<file path="src/rtl/dec_pkg.sv">
// Shared constants, run-state enum and a width helper for the one-hot
// decoder block and its prescaler.
package dec_pkg;

  localparam logic MODE_DIRECT = 1'b0;
  localparam logic MODE_SCAN   = 1'b1;
  localparam logic DIR_UP      = 1'b0;
  localparam logic DIR_DOWN    = 1'b1;

  typedef enum logic [1:0] {
    IDLE,
    DIRECT_RUN,
    SCAN_RUN
  } run_state_e;

  // Number of bits needed to count values 0..value-1 (0 for value <= 1).
  function automatic int clog2(input int value);
    int result;
    result = 0;
    for (int v = value - 1; v > 0; v = v >> 1) begin
      result = result + 1;
    end
    return result;
  endfunction

endpackage

</file>
<file path="src/rtl/seq_onehot_decoder_if.sv">
// Control and status bundle of the sequential one-hot decoder.
// The controller uses the master modport; the decoder uses the slave modport.
interface seq_onehot_decoder_if #(
  parameter int N = 3
);

  localparam int W = 1 << N;

  logic         en;
  logic         mode;
  logic         dir;
  logic         load;
  logic [N-1:0] a;
  logic [W-1:0] d;
  logic [N-1:0] idx;
  logic         wrap;

  modport master (
    output en, mode, dir, load, a,
    input  d, idx, wrap
  );

  modport slave (
    input  en, mode, dir, load, a,
    output d, idx, wrap
  );

endinterface

</file>
<file path="src/rtl/seq_onehot_decoder_tick_prescaler.sv">
// Free-running modulo-PRESCALE counter with synchronous clear and enable.
// tick is high for one cycle in the cycle where an enabled counter reaches its last count.
module tick_prescaler
  import dec_pkg::*;
#(
  parameter int PRESCALE = 4
) (
  input  logic clk,
  input  logic rst,
  input  logic clear,
  input  logic enable,
  output logic tick
);

  localparam int CW = (PRESCALE > 1) ? clog2(PRESCALE) : 1;
  localparam logic [CW-1:0] LAST = CW'(PRESCALE - 1);

  logic [CW-1:0] cnt_q;
  logic [CW-1:0] cnt_d;

  // clear wins over counting, so a load can never produce a tick in its own cycle
  always_comb begin
    cnt_d = cnt_q;
    tick  = 1'b0;
    if (clear) begin
      cnt_d = '0;
    end else if (enable) begin
      if (cnt_q == LAST) begin
        tick  = 1'b1;
        cnt_d = '0;
      end else begin
        cnt_d = cnt_q + 1'b1;
      end
    end
  end

  always_ff @(posedge clk or posedge rst) begin
    if (rst) begin
      cnt_q <= '0;
    end else begin
      cnt_q <= cnt_d;
    end
  end

endmodule

</file>
<file path="src/rtl/seq_onehot_decoder.sv">
// Registered N-to-2**N one-hot decoder with an index register, DIRECT load mode
// and SCAN mode that steps the index up or down every PRESCALE cycles with wrap-around.
module seq_onehot_decoder
  import dec_pkg::*;
#(
  parameter int N          = 3,
  parameter int PRESCALE   = 4,
  parameter int ACTIVE_LOW = 0
) (
  input  logic                 clk,
  input  logic                 rst,
  seq_onehot_decoder_if.slave  bus
);

  localparam int W = 1 << N;
  localparam logic POL = (ACTIVE_LOW != 0);
  localparam logic [W-1:0] INACTIVE = {W{POL}};

  run_state_e   cur_state;
  logic         step;
  logic         presc_clear;
  logic         presc_enable;

  logic [N-1:0] idx_q,  idx_d;
  logic [W-1:0] d_q,    d_d;
  logic         wrap_q, wrap_d;

  // The run state follows en/mode directly, so a mode change acts in the same cycle.
  always_comb begin
    if (!bus.en) begin
      cur_state = IDLE;
    end else if (bus.mode == MODE_SCAN) begin
      cur_state = SCAN_RUN;
    end else begin
      cur_state = DIRECT_RUN;
    end
  end

  assign presc_clear  = bus.load || (cur_state == DIRECT_RUN);
  assign presc_enable = (cur_state == SCAN_RUN);

  tick_prescaler #(
    .PRESCALE (PRESCALE)
  ) u_prescaler (
    .clk    (clk),
    .rst    (rst),
    .clear  (presc_clear),
    .enable (presc_enable),
    .tick   (step)
  );

  // d is decoded from idx_d rather than idx_q so output and index always agree.
  always_comb begin
    idx_d  = idx_q;
    wrap_d = 1'b0;
    if (bus.load) begin
      idx_d = bus.a;
    end else if (cur_state == SCAN_RUN && step) begin
      if (bus.dir == DIR_UP) begin
        idx_d  = idx_q + 1'b1;
        wrap_d = (idx_q == {N{1'b1}});
      end else begin
        idx_d  = idx_q - 1'b1;
        wrap_d = (idx_q == {N{1'b0}});
      end
    end
    if (cur_state != IDLE) begin
      d_d = (W'(1) << idx_d) ^ INACTIVE;
    end else begin
      d_d = INACTIVE;
    end
  end

  always_ff @(posedge clk or posedge rst) begin
    if (rst) begin
      idx_q  <= '0;
      d_q    <= INACTIVE;
      wrap_q <= 1'b0;
    end else begin
      idx_q  <= idx_d;
      d_q    <= d_d;
      wrap_q <= wrap_d;
    end
  end

  assign bus.idx  = idx_q;
  assign bus.d    = d_q;
  assign bus.wrap = wrap_q;

endmodule

</file>
<file path="src/flat_wrapper.sv">
// flat-port wrapper written by rule: the top's interface ports become plain ports
module seq_onehot_decoder_flat import dec_pkg::*;
#(
  parameter int N          = 3,
  parameter int PRESCALE   = 4,
  parameter int ACTIVE_LOW = 0
)
  (clk, rst, bus_en, bus_mode, bus_dir, bus_load, bus_a, bus_d, bus_idx, bus_wrap);
  seq_onehot_decoder_if #(.N(N)) bus_i ();
  input  logic clk;
  input  logic rst;
  input wire logic [$bits(bus_i.en)-1:0] bus_en;
  input wire logic [$bits(bus_i.mode)-1:0] bus_mode;
  input wire logic [$bits(bus_i.dir)-1:0] bus_dir;
  input wire logic [$bits(bus_i.load)-1:0] bus_load;
  input wire logic [$bits(bus_i.a)-1:0] bus_a;
  output wire logic [$bits(bus_i.d)-1:0] bus_d;
  output wire logic [$bits(bus_i.idx)-1:0] bus_idx;
  output wire logic [$bits(bus_i.wrap)-1:0] bus_wrap;
  assign bus_i.en = bus_en;
  assign bus_i.mode = bus_mode;
  assign bus_i.dir = bus_dir;
  assign bus_i.load = bus_load;
  assign bus_i.a = bus_a;
  assign bus_d = bus_i.d;
  assign bus_idx = bus_i.idx;
  assign bus_wrap = bus_i.wrap;
  seq_onehot_decoder #(.N(N), .PRESCALE(PRESCALE), .ACTIVE_LOW(ACTIVE_LOW)) u_core (.clk(clk), .rst(rst), .bus(bus_i));
endmodule
</file>
<file path="config.mk">
export PLATFORM = sky130hd
export DESIGN_NAME = seq_onehot_decoder_flat
export DESIGN_NICKNAME = d
export VERILOG_FILES = /design/src/rtl/dec_pkg.sv /design/src/rtl/seq_onehot_decoder_if.sv /design/src/rtl/seq_onehot_decoder_tick_prescaler.sv /design/src/rtl/seq_onehot_decoder.sv /design/src/flat_wrapper.sv
export SDC_FILE = /design/constraint.sdc
export NUM_CORES = 1
export LEC_CHECK = 0
export ABC_AREA = 1
export BUFFER_PORTS_ARGS = -buffer_cell sky130_fd_sc_hd__buf_2
export CAP_MARGIN = 20
export CORE_MARGIN = 3
export CORE_UTILIZATION = 49
export DETAILED_ROUTE_END_ITERATION = 8
export HOLD_SLACK_MARGIN = 0.02
export MAX_ROUTING_LAYER = met4
export PLACE_DENSITY = 0.75
export SETUP_SLACK_MARGIN = 0.05
export SLEW_MARGIN = 20
export SYNTH_ARGS = -nofsm -noshare
export SYNTH_HDL_FRONTEND = slang
export SYNTH_SLANG_ARGS = --single-unit
</file>
<file path="constraint.sdc">
create_clock -name clk -period 2.25 [get_ports clk]
set_clock_uncertainty 0.1 [all_clocks]
set_input_delay 0.1125 -clock clk [delete_from_list [all_inputs] [get_ports clk]]
set_output_delay 0.1125 -clock clk [all_outputs]
set_load 0.01 [all_outputs]
</file>
==> results.json <==
{
  "power_uw": 550,
  "die_h_um": 44.8,
  "synthesis.nets": 98,
  "ys_ff_latch": 14,
  "path_class": "flop to flop",
  "grt.total_usage_pct": 18.0,
  "slew_violations": 0,
  "hold_violations": 0,
  "tns_ns": 0,
  "initial_core_util_pct": 54.8,
  "dpl_cell_area_sq_um": 858,
  "fin_crit_sh_pct": 76.4,
  "grt_max_degree": 15,
  "hold_start": "bus_dir",
  "worstPathMaxFanout": 6,
  "ys_seq_area_share_pct": 47.4,
  "antenna_found_initial": 0,
  "vias_per_cell": 4.82,
  "highest_layer": "met4",
  "hpwl_mm": 1.13,
  "grt_overflow_total": 0,
  "clkTransAtPathRegs_ns": 0.09,
  "cts_sinks": 14,
  "fillers": 113,
  "met2WireLength_um": 684,
  "required_ns": 2.35,
  "area_growth_pct": 27.7,
  "final_core_util_pct": 70.0,
  "timing.rr.start": "u_core.bus.idx[0]",
  "synth_cell_types": 16,
  "drc_errors": 0,
  "cts_tree": "built",
  "fmax_mhz": 582,
  "wire_per_inst_um": 11.1,
  "tightest_slew_ns": 0.516,
  "p_leak_nw": 0.550,
  "num-nets-final": 128,
  "reg2regPathDepth": 8,
  "drive_above_1_share_pct": 34.5,
  "dieArea_sq_mm": 0.00201,
  "finalInstanceArea_sq_um": 945,
  "place_congestion": 0.807,
  "syn_inst": 87,
  "r2r_slack_ns": 0.53,
  "final_antenna_net_count": 0,
  "cts.repair.resized": 0,
  "slew_headroom_pct": 65.6,
  "wirelength_mm": 1.46,
  "max_cap_viol_count": 0,
  "diodes": 0,
  "vias": 632,
  "whs_endpoint": "u_core.bus.wrap",
  "pin_count": 21,
  "r2r_end": "u_core.bus.d[4]",
  "syn_area_sq_um": 739,
  "h-tree-depth": 1,
  "numPortBuffers": 20,
  "num_rows": 13,
  "yosys_warnings": 0,
  "final-setup-viol-count": 0,
  "first_pass_iters": 4,
  "drt-met1-wl_um": 653,
  "numCtsBuffers": 3,
  "period_minus_slack_ns": 1.72,
  "clock_latency_ns": 0.28,
  "end_kind": "flop",
  "cts_hold_buf": 5,
  "cts_setup_buffers": 0,
  "min_path_type": "input pin to flop",
  "status": "finished clean",
  "power_density_mw_per_mm2": 583,
  "met3WireLength_um": 93,
  "cts_root_buf": "clkbuf_4",
  "min_path_cells": 3,
  "critPathArrivalTime_ns": 1.82,
  "cp-start-kind": "flop",
  "core_sq_mm": 0.00135,
  "syn_avg_cell_area_sq_um": 8.50,
  "grt_pass1_vias": 606,
  "die_width_um": 44.8,
  "grt_pass1_wl_mm": 2.51,
  "drt_iter0_markers": 10,
  "vdd_ir_drop_max_uv": 394,
  "rsz0062_at_grt": "false",
  "clock_path_buffers": 2
}
==> kinds of logic after synthesis <==
| logic type | Yosys count | share of synthesized area, % |
|---|---|---|
| buffers and inverters | 9 | 4.91 |
| AOI/OAI and AO/OA | 3 | 2.03 |
| and+or+nand+nor | 59 | 41.3 |
| DFF | 14 | 47.4 |
| adders and majority gates | 2 | 4.40 |
==> flip-flops by register name (all words and copies together) (netlist names) <==
signal	cells
u_core.bus.idx	3
u_core.bus.wrap	1
u_core.bus.d	8
u_core.u_prescaler.cnt_q	2
==> cell usage after synthesis (all sizes together) <==
cell type,number,area [sq um]
o21ai,1,5.00
inv,9,36.3
nor2,12,61.3
fa,1,20.0
nand2,33,154
nand4,1,6.26
nand3,10,65.1
a21oi,2,10.0
dfrtp,14,350
ha,1,12.5
or2,3,18.8
==> metal layers <==
layer	vias to the layer above	GRT usage (%)
li1	328	-
met2	20	29.5
met3	4	3.59
met5	-	-
met4	0	8.77
met1	280	21.0
==> placed cells by master, fill, tap and decap left out, drive strengths merged, types with 2 or more instances in the layout <==
master       count
buf             20
dlygate4sd3      5
a21oi            2
or2              3
clkbuf           4
dfrtp           14
nor2            12
nand2           33
nand3           10
inv              9
==> area by class of cell <==
cell class / instances / area (sq um) / area share, %
sequential: 14 / 350 / 37.1
tap: 15 / 18.8 / 1.99
multi-input combinational: 64 / 353 / 37.4
inverter: 9 / 36.3 / 3.84
timing repair buffer: 25 / 150 / 15.9
clock buffer: 4 / 36.3 / 3.84
==> where the power goes <==
group / total, mW / switching [mW] / leakage (nW) / internal [mW]
clock network: 0.180 / 0.0813 / 0.0210 / 0.0984
registers: 0.273 / 0.00997 / 0.188 / 0.263
logic: 0.0981 / 0.0589 / 0.342 / 0.0392
==> metrics by stage <==
step	worst slack, ns	instances	hold WS, ns
finish	0.532	131	0.0576
global route	0.387	131	0.0515
CTS	0.528	131	0.0392
detailed placement	0.552	122	0.0718
global placement	0.598	122	0.0652
floorplan	0.616	87	-0.0983
==> critical path: stages, from the launching register on <==
cell	delay (ns)
dfrtp_1	0.47
fa_1	0.46
inv_1	0.06
nand2_1	0.04
nand2_1	0.09
nand3_1	0.08
nand3_1	0.11
nand3_2	0.11
nor2_1	0.13
==> worst max path at each step <==
stage	cells after the start	slack, ns	from	endpoint
global route	8	0.39	u_core.bus.idx[0]	u_core.bus.d[3]
finish	8	0.53	u_core.bus.idx[0]	u_core.bus.d[4]
CTS	8	0.53	u_core.bus.idx[0]	u_core.bus.d[4]
floorplan	9	0.62	u_core.bus.idx[0]	u_core.bus.d[0]
global placement	9	0.60	u_core.bus.idx[0]	u_core.bus.d[3]
detailed placement	8	0.55	u_core.bus.idx[0]	u_core.bus.d[4]
(Power assumes the default switching activity.)
